$ cat src/rtl/demux1to8_collector.sv
// Serial-to-parallel frame collector: strobed (addy, din) writes fill an
// N-bit word; a registered done pulse marks each complete frame.
module demux1to8_collector #(
   parameter int ADDR_W = 3
) (
   input  logic                   clk,
   input  logic                   rst_n,
   input  logic                   en,
   input  logic                   valid,
   input  logic [ADDR_W-1:0]      addy,
   input  logic                   din,
   output logic [2**ADDR_W-1:0]   dout,
   output logic [2**ADDR_W-1:0]   filled,
   output logic                   done,
   output logic                   err
);

   localparam int N = 2**ADDR_W;

   typedef enum logic [1:0] {
      IDLE,
      COLLECT,
      DONE
   } state_t;

   state_t         state;
   state_t         state_n;
   logic [N-1:0]   dout_n;
   logic [N-1:0]   filled_n;
   logic [N-1:0]   slot;
   logic [N-1:0]   merged;
   logic           done_n;
   logic           err_n;
   logic           acc;

   always_ff @(posedge clk or negedge rst_n) begin
      if (!rst_n) begin
         state  <= IDLE;
         dout   <= '0;
         filled <= '0;
         done   <= 1'b0;
         err    <= 1'b0;
      end else begin
         state  <= state_n;
         dout   <= dout_n;
         filled <= filled_n;
         done   <= done_n;
         err    <= err_n;
      end
   end

   always_comb begin
      state_n  = state;
      dout_n   = dout;
      filled_n = filled;
      done_n   = 1'b0;
      err_n    = 1'b0;
      slot     = '0;
      slot[addy] = 1'b1;
      merged   = filled | slot;
      acc      = en && valid;

      if (!en) begin
         state_n  = IDLE;
         filled_n = '0;
      end else if (acc) begin
         dout_n[addy] = din;
         unique case (state)
            IDLE, DONE: begin
               // a write in DONE opens a fresh frame
               filled_n = slot;
               if (&slot) begin
                  state_n = DONE;
                  done_n  = 1'b1;
               end else begin
                  state_n = COLLECT;
               end
            end
            COLLECT: begin
               if (filled[addy]) begin
                  err_n = 1'b1;
               end else begin
                  filled_n = merged;
                  if (&merged) begin
                     state_n = DONE;
                     done_n  = 1'b1;
                  end
               end
            end
            default: begin
               state_n  = IDLE;
               filled_n = '0;
            end
         endcase
      end else if (state == DONE) begin
         state_n  = IDLE;
         filled_n = '0;
      end
   end

endmodule

$ cat config.mk
export PLATFORM = sky130hd
export DESIGN_NAME = demux1to8_collector
export DESIGN_NICKNAME = d
export VERILOG_FILES = /design/src/rtl/demux1to8_collector.sv
export SDC_FILE = /design/constraint.sdc
export NUM_CORES = 1
export LEC_CHECK = 0
export CAP_MARGIN = 20
export CORE_MARGIN = 2
export CORE_UTILIZATION = 48
export CTS_CLUSTER_DIAMETER = 80
export DETAILED_ROUTE_END_ITERATION = 10
export PLACE_DENSITY_LB_ADDON = 0.3
export SLEW_MARGIN = 0
export SYNTH_ARGS = -nofsm -noshare
export SYNTH_HDL_FRONTEND = slang
export SYNTH_SLANG_ARGS = --single-unit
$ cat constraint.sdc
create_clock -name clk -period 1.71 [get_ports clk]
set_input_delay 0.342 -clock clk [delete_from_list [all_inputs] [get_ports clk]]
set_output_delay 0.342 -clock clk [all_outputs]
set_load 0.01 [all_outputs]
== Yosys cells after proc, flatten, opt, wreduce, memory -nomap -nowiden ==
Index checks and enable logic that the tools add are counted.
Operators by class
  order comparisons: 2
  equality and inequality tests: 5
  mux-type cells: 27
  bitwise gates (word level): 1
  reductions and logical operators: 9
Operators with widths (number)
  $mux 8: 4
  $pmux 8 s2: 1
  $reduce_and 8->1: 2
  $mux 2: 6
  $mux 1: 11
  $bwmux 8: 1
  $ne 4x4->1 const B: 2
  $or 8x8->8: 1
  $lt 3x4->1 const B: 1
  $pmux 2 s2: 1
  $reduce_and 2->1: 2
  $bmux 1 s3: 1
  $demux 1 s3: 1
  $ge 3x1->1 const B: 1
  $ne 3x1->1 const B: 1
  $reduce_and 3->1: 1
  $eq 2x1->1 const B: 1
  $eq 2x2->1 const B: 1
  $logic_and 1x1->1: 2
  $logic_not 2->1: 1
  $pmux 1 s2: 1
  $reduce_or 2->1: 1
Word-level totals
  bits in registers: 20
  output and inout bits: 18
  logic and storage cells: 49

== Logic depth before layout (Yosys ltp) ==
Gate-level depths: netlist of run 1.
  depth after elaboration: 11
  gate-level depth with buffers: 5

== Worst setup path after synthesis of run 1 ==
OpenSTA, ideal clock, no wires.
  path kind: input to register
  from: input addy[0]
  to: register state[0]
  arrival time: 1347 ps
  slack: 244 ps
  cell stages on the path: 5
  buffers on the path: 1
  cells stage by stage: buf_6 > mux4_2 > nand2b_4 > nand4_1 > o21a_1
On the way
  longest elaborated chain between the ends: 9
RTL lines
  from (decl): line 10  | input logic [ADDR_W-1:0] addy,
  $lt 3x4->1 (implied by the code) / $ge 3x1->1 (equally long branches): line 59  | slot[addy] = 1'b1;
  $logic_and 1x1->1 (implied by the code): line 59
  $mux 1 (implied by the code): line 59
  $demux 1 s3: line 59
  $reduce_and 8->1: line 72  | if (&slot) begin
  $mux 2: line 72
  $pmux 2 s2: line 68  | unique case (state)
  $mux 2: line 66  | end else if (acc) begin
  $mux 2: line 63  | if (!en) begin
  to (signal assigned): line 44  | state <= state_n;
  to (decl): line 26  | state_t state;
Parallel ways exist; a longest one is shown, timed or not. The select of a mux whose other input is x is not followed.
A chain may end at the register's enable or synchronous reset.

== Final worst setup path of run 1 ==
  from: register filled[4]
  to: output filled[4]
RTL lines
  from (decl): line 13  | output logic [2**ADDR_W-1:0] filled,
  from (signal assigned): line 46  | filled <= filled_n;
No word-level cell between the ends.

==> run metrics, run 1 <==
status completed; via density per instance 5.754; final hold violations 0; Critical Path AT 1350 ps; Vias 1,007; final setup fails 0; global route hottest layer met2; drt total wl 2.892 mm; row cnt 16; io pins 26; hold-fix buffers at CTS 0; WL/cell 16.53 µm; asr flop ratio synth 100.0%; core area 2022 µm²; Post-synth top flop dfrtp_1; DRT Pass-1 Iters 4; Tmin final 1691 ps; delay-heaviest family, CP buffers and inverters; met3 usage 4.971%; TritonCTS clock tree done; Pleak 0.6611 nW; DIE AREA 2586 µm²; post-synthesis register bit count 20; total power 1.239 mW; synth warn 0; largest family of logic cells by synthesized area simple AND/OR/NAND/NOR gates; largest net degree at the start of global routing 21; final core occ 75.99%; Max-slew headroom 81.28%; Global Route met1 Usage 28.74%; diode count 0; Hold Path Class in2async; grt met2 use 42.98%; clock-pin slew on the worst setup and hold paths 120 ps; Register Area 501.7 µm²; CP max stage delay 580 ps; CP endpoint kind output pin; Clock Latency Late Sink 310 ps; max cap viols 0; clk buf depth 2; CP max stage cell clkdlybuf4s50_1; Antenna Nets Post-Route 0; first-pass GRT wire length 4.602 mm; Post-Syn Area per Cell 10.54 µm²; Final TNS setup 0 ps; Post-Synth XOR/XNOR Area 0%; Chip Height 50.85 µm; post-synthesis net count 108; Initial Utilization 52.10%; worst path buffer plus inverter count 1; # clock sinks 20; grt ovf 0; fill cell count 161; count of different cell masters after synthesis 30; Die Wd 50.85 µm; Post-Syn Instances 100; multiplexer share of the synthesized area 14.37%; hpwl dp 1.951 mm; multi-input logic area 529.3 µm²; CP cell instances clkdlybuf4s50_1; number of global-route vias before repair 997; worst slew pin tran 279.9 ps; H-tree levels 1; Initial DRC Count 19; crit share post-route 98.89%; Power Density 806.6 nW/µm²; all-layer global routing usage 24.29%; Num CTS Buffers 3; Peak VDD IR 0.0007142 V; nets 157; simple-gate share of the synthesized area 19.95%; Synth Area in Compound Gates 14.96%; Root Buffer clkbuf_4; share of post-route cells with drive strength above 1 25.68%; Routability Congestion 0.8360; crit start category flip-flop; Final Max Tran Viols 0; post-synthesis sequential area ratio 47.51%; Worst Path Required 1370 ps; initial antenna violation count 0; Post-Synth Adder-Cell Area 0.9501%; PortBufs 25; Clock Skew 5.244 ps; Post-Syn Area 1054 µm²; EDFF count, synth 0; Layout area overhead 45.84%; DRC Markers 0; Max Fclk 0.5914 GHz; Crit Path Category reg2out; crit-path max FO 5
[placed cells by master, fill, tap and decap left out, types with 2 or more instances in the layout]
cell type and n:
clkbuf_4 3, buf_4 22, nand2b_1 2, nand2_1 15, nand4_1 2, nor2_1 3, nor2b_1 3, o2bb2ai_1 8
nand3_1 10, dfrtp_1 19, o21ai_0 6, mux2i_1 5, mux2_2 7, clkdlybuf4s50_1 25
[final timing paths]
| path | start | to | slack (ps) | depth (start not counted) |
|---|---|---|---|---|
| setup / recovery | filled[4]$_DFFE_PN0P_ | filled[4] | 20 | 1 |
| hold / removal | rst_n | state[0]$_DFFE_PN0P_ | 360 | 2 |
| setup reg to reg | state[0]$_DFFE_PN0P_ | filled[4]$_DFFE_PN0P_ | 160 | 4 |
| hold reg to reg | dout[3]$_DFFE_PN0P_ | dout[3]$_DFFE_PN0P_ | 530 | 2 |
| max in group asynchronous | rst_n | filled[7]$_DFFE_PN0P_ | 1130 | 2 |
| min in group clk | dout[3]$_DFFE_PN0P_ | dout[3]$_DFFE_PN0P_ | 530 | 2 |
[registers in the layout (all words and copies together), names as in the netlist]
register and flops:
done 1, dout 8, err 1, filled 8, state 2
[logic make-up after synthesis]
logic type,count (synthesis)
AOI/OAI and AO/OA,21
adders and majority gates,1
buffers and inverters,4
DFF,20
muxes,13
and+or+nand+nor,41
[metal layers]
| metal | share of wire [%] | vias to the layer above |
|---|---|---|
| li1 | - | 466 |
| met1 | 42 | 494 |
| met2 | 51 | 42 |
| met3 | 5.7 | 5 |
| met4 | 1.6 | 0 |
| met5 | 0 | - |
[repair_timing]
item | 4_1_cts | 5_1_grt
hold endpoints to repair | 0 | 0
buffers inserted | 0 | 4
gates resized for setup | 0 | 1
endpoints found under the setup margin | 0 | 3
[Yosys cell counts (2+ instances only)]
| cell type | number | area share [%] |
|---|---|---|
| dfrtp_1 | 20 | 48 |
| nand2_1 | 15 | 5.3 |
| nand3_1 | 10 | 4.8 |
| o2bb2ai_1 | 8 | 6.7 |
| mux2_2 | 7 | 7.5 |
| o21ai_0 | 6 | 2.9 |
| mux2i_1 | 5 | 4.8 |
| nor2_1 | 3 | 1.1 |
| nor2b_1 | 3 | 1.8 |
| nand2b_1 | 2 | 1.2 |
| nand4_1 | 2 | 1.2 |
[through the flow]
step | hold WS, ps | worst slack (ps) | cell area (µm²) | cells
after floorplan | 46.41 | 244.4 | 1054 | 100
after global placement | 492.0 | -179.5 | 1453 | 167
after detailed placement | 493.2 | -227.0 | 1453 | 167
after CTS | 362.3 | 30.97 | 1505 | 171
after global routing | 372.4 | -19.71 | 1536 | 175
final | 356.4 | 18.96 | 1536 | 175
[power breakdown]
group	total [mW]	leakage, nW	switching (mW)	internal (mW)
Clock	0.392	0.0279	0.154	0.237
Sequential	0.554	0.262	0.0316	0.522
Combinational	0.294	0.371	0.121	0.173
[final cells by class]
type,instances,share of cell area (%)
Sequential cell,20,32.65
Clock inverter,1,1.954
Timing Repair Buffer,47,27.04
Tap cell,27,2.199
Inverter,1,0.2443
Clock buffer,3,1.466
Multi-Input combinational cell,76,34.45
No activity file was read; power rests on OpenSTA's default activity.
==> run 2, diff against run 1 <==
CORE_MARGIN = not set   (was 2)
REMOVE_ABC_BUFFERS = 1   (was not set)
==> run 2 against run 1 <==
Compared with the run above: design area down 2.4%; hold slack improved by 12 ps; combinational power fell by 2%; wire length down 9.7%; clock skew down 2.2 ps; sequential power about the same; non-clock buffer count decreased by 3; worst setup slack improved by 33 ps; critical path type unchanged; largest power group unchanged.
==> run metrics, run 2 (synthesis gave the netlist of run 1 again) <==
status completed; worst slew pin tran 272.7 ps; Flop pwr share 49.5%; delay-heaviest family, CP buffers and inverters; crit share post-route 96.97%; share of post-route cells with drive strength above 1 24.83%; core area 2022 µm²; Layout area overhead 42.28%; Worst Path Required 1370 ps; nets 154; final core occ 74.13%; worst path buffer plus inverter count 1; biggest regs dout (8), filled (8), state (2); Switching Fraction 26.60%; cell internal pwr 0.8227 mW; Final Max Tran Viols 0; CP max stage delay 570 ps; most common cell after layout, fill and taps aside clkdlybuf4s50_1; Final TNS setup 0 ps; Max Fclk 0.6030 GHz; Initial Utilization 52.10%; Register Area 501.7 µm²; Antenna Nets Post-Route 0; CP endpoint kind output pin; drt total wl 2.612 mm; crit start category flip-flop; DRT Pass-1 Iters 4; io pins 26; Root Buffer clkbuf_4; fill cell count 153; Peak VDD IR 0.0007815 V; Crit Path Category reg2out; RSZ-0062 raised after global routing false; WL/cell 15.19 µm; PortBufs 25; H-tree levels 1; via density per instance 5.698; Power Density 747.8 nW/µm²; FF-to-FF End filled[3]$_DFFE_PN0P_; clock network fraction of total power 24.8%; initial antenna violation count 0; Vias 980; all-layer global routing usage 25.03%; DRC Markers 0; final hold violations 0; Resize count post-CTS 0; sw power 0.2982 mW; Worst Reg-to-Reg Cells 4; row cnt 16; reg2reg setup slack 200 ps; most frequent cells in the layout clkdlybuf4s50_1 (25), dfrtp_1 (19), buf_4 (19); Critical Path AT 1320 ps; multi-input logic area 530.5 µm²; Max-slew headroom 81.78%; worst r2r src state[0]$_DFFE_PN0P_; CP cell instances clkdlybuf4s50_1; Hold Path Class in2async; Chip Height 48.85 µm; clock-pin slew on the worst setup and hold paths 110 ps; max cap viols 0; Tmin final 1658 ps; hold-fix buffers at CTS 0; final setup fails 0; Num CTS Buffers 3; Routability Congestion 0.9485; post-CTS setup buffers 0; DIE AREA 2386 µm²; Pleak 0.6382 nW; Initial DRC Count 31; crit-path max FO 5; CP max stage cell clkdlybuf4s50_1; Die Wd 48.85 µm; grt ovf 0; hold_ws 368.3 ps; # clock sinks 20; clk buf depth 2; Clock Skew 3.020 ps; diode count 0; first-pass GRT wire length 4.567 mm; Comb power frac 25.7%; number of global-route vias before repair 998; hpwl dp 1.862 mm; Clock Latency Late Sink 300 ps; largest net degree at the start of global routing 21; TritonCTS clock tree done
## run 2: layout make-up
type	count	area share (%)
Multi-Input combinational cell	76	35.39
Clock buffer	4	2.421
Tap cell	27	2.254
Sequential cell	20	33.47
Timing Repair Buffer	44	26.21
Inverter	1	0.2504
## run 2: how the worst max path moves through the flow
| stage | start | endpoint | slack (ps) | depth (start not counted) |
|---|---|---|---|---|
| after floorplan | filled[3]$_DFFE_PN0P_ | state[0]$_DFFE_PN0P_ | 310 | 4 |
| after global placement | addy[0] | state[0]$_DFFE_PN0P_ | -200 | 5 |
| after detailed placement | addy[0] | state[1]$_DFFE_PN0P_ | -240 | 6 |
| after CTS | filled[2]$_DFFE_PN0P_ | filled[2] | 50 | 1 |
| after global routing | addy[2] | filled[2]$_DFFE_PN0P_ | 8 | 5 |
| final | filled[0]$_DFFE_PN0P_ | filled[0] | 50 | 1 |
## run 2: power groups by stage
stage	sequential [mW]	combinational [mW]	clock [mW]
2_1_floorplan	0.582	0.0797	0
3_3_place_gp	0.560	0.282	0
3_5_place_dp	0.562	0.287	0
4_1_cts	0.554	0.291	0.281
5_1_grt	0.559	0.310	0.310
6_report	0.555	0.288	0.278
## run 2: metal layers
metal  track usage [%]  vias to the layer above  wire length, µm
li1                  -                      460                -
met1             33.26                      467             1165
met2             41.67                       47             1274
met3             2.181                        6              127
met4             11.27                        0               44
met5                 0                        -                0
## run 2: metrics by stage
stage / worst slack, ps / power [mW] / instances / area (µm²)
finish: 51.74 / 1.121 / 172 / 1499
floorplan: 306.4 / 0.6615 / 97 / 1033
CTS: 48.28 / 1.126 / 172 / 1496
global route: 8.048 / 1.179 / 172 / 1499
global placement: -204.1 / 0.8423 / 168 / 1460
detailed placement: -239.4 / 0.8489 / 168 / 1460
==> variant 1, RTL diff (flow settings as in run 2) <==
`dout` no longer has a reset.
--- a/src/rtl/demux1to8_collector.sv
+++ b/src/rtl/demux1to8_collector.sv
@@ -36,17 +36,19 @@
    always_ff @(posedge clk or negedge rst_n) begin
       if (!rst_n) begin
          state  <= IDLE;
-         dout   <= '0;
          filled <= '0;
          done   <= 1'b0;
          err    <= 1'b0;
       end else begin
          state  <= state_n;
-         dout   <= dout_n;
          filled <= filled_n;
          done   <= done_n;
          err    <= err_n;
       end
+   end
+
+   always_ff @(posedge clk) begin
+      dout <= dout_n;
    end
 
    always_comb begin
Formal check against the unedited RTL: not equivalent (Yosys sat finds a counterexample within 4 cycles, from zero or initial values and one cycle with rst_n low).
==> variant 1 against run 2 <==
Total power decreased by 16%. Routed wire length decreased by 6.3%. Cell area decreased by 5.3%. Critical path type unchanged. Synthesized cell count unchanged. Synthesized area decreased by 4.0%. Clock power decreased by 14%. Sequential cell count unchanged. Final cell count decreased by 4.1%. Via count decreased by 7.2%. Worst setup slack got worse by 0.015 ns.
==> variant 1: results <==
{
  "post_drt_via_cell_ratio": 5.509,
  "grt_pass1_wl_mm": 3.657,
  "yosysSeqAreaShare_pct": 53.47,
  "sh_seq_area_pct": 38.24,
  "worstMarginPinSlew_ns": 0.4958,
  "clkSinkCount": 20,
  "grt_pass1_vias": 875,
  "status": "finished, final reports clean",
  "fin_worst_hold_slack_ns": 0.3464,
  "multiInputGateArea_sq_um": 454.2,
  "dr.pass1.iters": 5,
  "grt_max_degree": 13,
  "routed-wl-met2_mm": 1.239,
  "n_clock_buffer": 4,
  "reg2reg_from": "filled[3]",
  "switchingPower_uw": 252.3,
  "top_layer": "met4",
  "place_area_sq_um": 1355,
  "initialDrtViolationCount": 36,
  "regArea_sq_um": 543.0,
  "synthMuxAreaShare_pct": 3.960,
  "wirelength_mm": 2.448,
  "synth_adder_area_share_pct": 0,
  "post-place-ws_ns": -0.3794,
  "multi_input_gates": 73,
  "inverters": 3,
  "ys_top_cells_by_count": "19 x nand2_1, 16 x nor2_1, 12 x dfrtp_1, 9 x o21ai_1, 8 x edfxtp_1",
  "track_usage_pct": 23.72,
  "reg2regPathDepth": 6,
  "buffer_area_share_pct": 24.76,
  "use_met1_pct": 29.90,
  "gp_congestion": 0.8148,
  "drive_above_1_share_pct": 19.57,
  "synth_edf_count": 8,
  "place_hpwl_mm": 1.751,
  "r2r-end": "filled[0]",
  "ys_async_sr_fraction_pct": 60.00,
  "met2_usage_pct": 37.03,
  "fin_worst_skew_ns": 0.005278,
  "synth_compound_area_share_pct": 15.47,
  "fin_nets": 147,
  "dp_cells": 161,
  "use_met3_pct": 4.151,
  "cts_resized": 2,
  "vias": 909,
  "reg2reg_slack_ns": 0.16,
  "fillers": 162,
  "yosys.cell_types.count": 28,
  "p_leak_uw": 0.0005676,
  "signal_buffers": 38,
  "met3_length_um": 144,
  "ir_drop_mv": 0.4603
}
==> variant 1: cell types whose count changed in the layout (fill, tap and decap cells not counted), moves of 8 or more <==
| cell | delta |
|---|---|
| o21ai_1 | +8 |
| nand3_1 | -8 |
| o2bb2ai_1 | -8 |
| dfrtp_1 | -9 |
| nor2_1 | +13 |
| edfxtp_1 | +8 |
==> variant 1: worst max-delay path by stage <==
stage | slack, ns | start | to | depth (start not counted)
floorplan | 0.26 | filled[3] | state[0] | 5
global placement | -0.32 | addy[1] | state[0] | 6
detailed placement | -0.38 | addy[1] | state[0] | 6
CTS | 0.002 | addy[0] | filled[7] | 7
global route | -0.005 | filled[4] | filled[4] | 1
finish | 0.04 | filled[4] | filled[4] | 1
==> variant 1: power by group through the flow <==
stage	clock network (uW)	logic [uW]	registers, uW
finish	239	170	534
global route	260	185	536
CTS	244	161	532
detailed placement	0	160	542
global placement	0	155	541
floorplan	0	57.5	544
==> variant 2, RTL diff (settings of run 2) <==
Made on the original files. Set the parameter `ADDR_W` to 2 (it was 3).
--- a/src/rtl/demux1to8_collector.sv
+++ b/src/rtl/demux1to8_collector.sv
@@ -1,7 +1,7 @@
 // Serial-to-parallel frame collector: strobed (addy, din) writes fill an
 // N-bit word; a registered done pulse marks each complete frame.
 module demux1to8_collector #(
-   parameter int ADDR_W = 3
+   parameter int ADDR_W = 2
 ) (
    input  logic                   clk,
    input  logic                   rst_n,
Interface: changed (resized addy, dout and filled); port bits go from 26 to 17. No check against the original RTL was run, so the function may have changed too.
==> variant 2 against run 2 <==
Synthesized cell count shrank 40%. Via count shrank 44%. Sequential power shrank 39%. Synthesized area shrank 40%. Cell area shrank 43%. Final cell count shrank 44%. Routed wire length shrank 48%. Total power shrank 41%. Worst setup slack gained 0.018 ns. Sequential cell count shrank 8. Critical path type unchanged.
==> variant 2: results <==
{
  "use_met3_pct": 8.721,
  "r2r-end": "filled[2]",
  "met1_length_um": 614,
  "fillers": 85,
  "track_usage_pct": 23.02,
  "routedWlPerCell_um": 14.14,
  "synthMuxAreaShare_pct": 10.76,
  "synth_compound_area_share_pct": 15.34,
  "ir_drop_mv": 0.6071,
  "drive_above_1_share_pct": 19.51,
  "synth_cells": 60,
  "place_area_sq_um": 830.8,
  "fin_nets": 91,
  "post_drt_via_cell_ratio": 5.677,
  "dr.pass1.iters": 3,
  "cts_htree_levels": 1,
  "p_leak_uw": 0.0003589,
  "yosys.cell_types.count": 29,
  "routed-wl-met2_um": 651,
  "vias": 545,
  "yosysSeqAreaShare_pct": 47.81,
  "reg2reg_slack_ns": 0.26,
  "met3_length_um": 69,
  "cp.arrival_ns": 1.30,
  "crit_fanout": 7,
  "gp_congestion": 0.7977,
  "initialDrtViolationCount": 9,
  "clock_latency_ns": 0.27,
  "reg2reg_from": "filled[3]",
  "maxSlewHeadroom_pct": 64.07,
  "reg_top3": "dout: 4 flops, filled: 4 flops, state: 2 flops",
  "synth_adder_area_share_pct": 0,
  "synth_area_leaders": "dfrtp_1 48%, mux2_2 7.2%, o2bb2ai_1 5.6%",
  "grt_pass1_wl_mm": 2.208,
  "status": "finished, final reports clean",
  "port-buffer-count": 16,
  "met2_usage_pct": 35.59,
  "grt_max_degree": 13
}
[variant 2: cell count changes after synthesis, sizes merged, moves of 2 or more]
cell     delta
o2bb2ai     -4
inv         +3
nand3       -9
nand2      -10
mux2        -3
a22oi       +2
o21ai       -5
dfrtp       -8
nand2b      -2
nor2b       -2
mux2i       -5
[variant 2: final cells by class]
| type | count | area, sq um | share of cell area [%] |
|---|---|---|---|
| inverters | 4 | 15.01 | 1.760 |
| clock buffers | 3 | 22.52 | 2.639 |
| flip-flops and latches | 12 | 300.3 | 35.19 |
| repair buffers | 22 | 205.2 | 24.05 |
| multi-input cells | 41 | 292.8 | 34.31 |
| well taps | 14 | 17.52 | 2.053 |
[variant 2: per-stage QoR]
stage	power (uW)	hold WS, ns	setup WS (ns)	utilization, %
6_report	664.8	0.4159	0.07005	73.81
4_1_cts	669.4	0.4383	0.06402	73.81
5_1_grt	697.6	0.4578	0.004193	73.81
3_5_place_dp	498.8	0.4931	-0.2097	71.86
2_1_floorplan	398.3	0.04641	0.3525	-
3_3_place_gp	494.5	0.4893	-0.1684	71.86
[variant 2: kinds of logic after synthesis]
logic type             Yosys count
flip-flops                      12
AO/OA/AOI/OAI                   14
buffers and inverters            7
AND/OR/NAND/NOR                 22
multiplexers                     5
[variant 2: power by group]
part	total [uW]	internal (uW)	switching (uW)
clock	171	81.7	89.5
sequential	336	312	24.4
combinational	157	96.3	61.2
[variant 2: worst max path at each step]
| stage | start | end | slack (ns) | cells after the start |
|---|---|---|---|---|
| after floorplan | filled[3] | filled[2] | 0.35 | 4 |
| after global placement | addy[0] | filled[2] | -0.17 | 5 |
| after detailed placement | addy[0] | filled[2] | -0.21 | 5 |
| after CTS | filled[3] | filled[3] | 0.06 | 1 |
| after global routing | filled[0] | filled[0] | 0.004 | 1 |
| final | filled[3] | filled[3] | 0.07 | 1 |
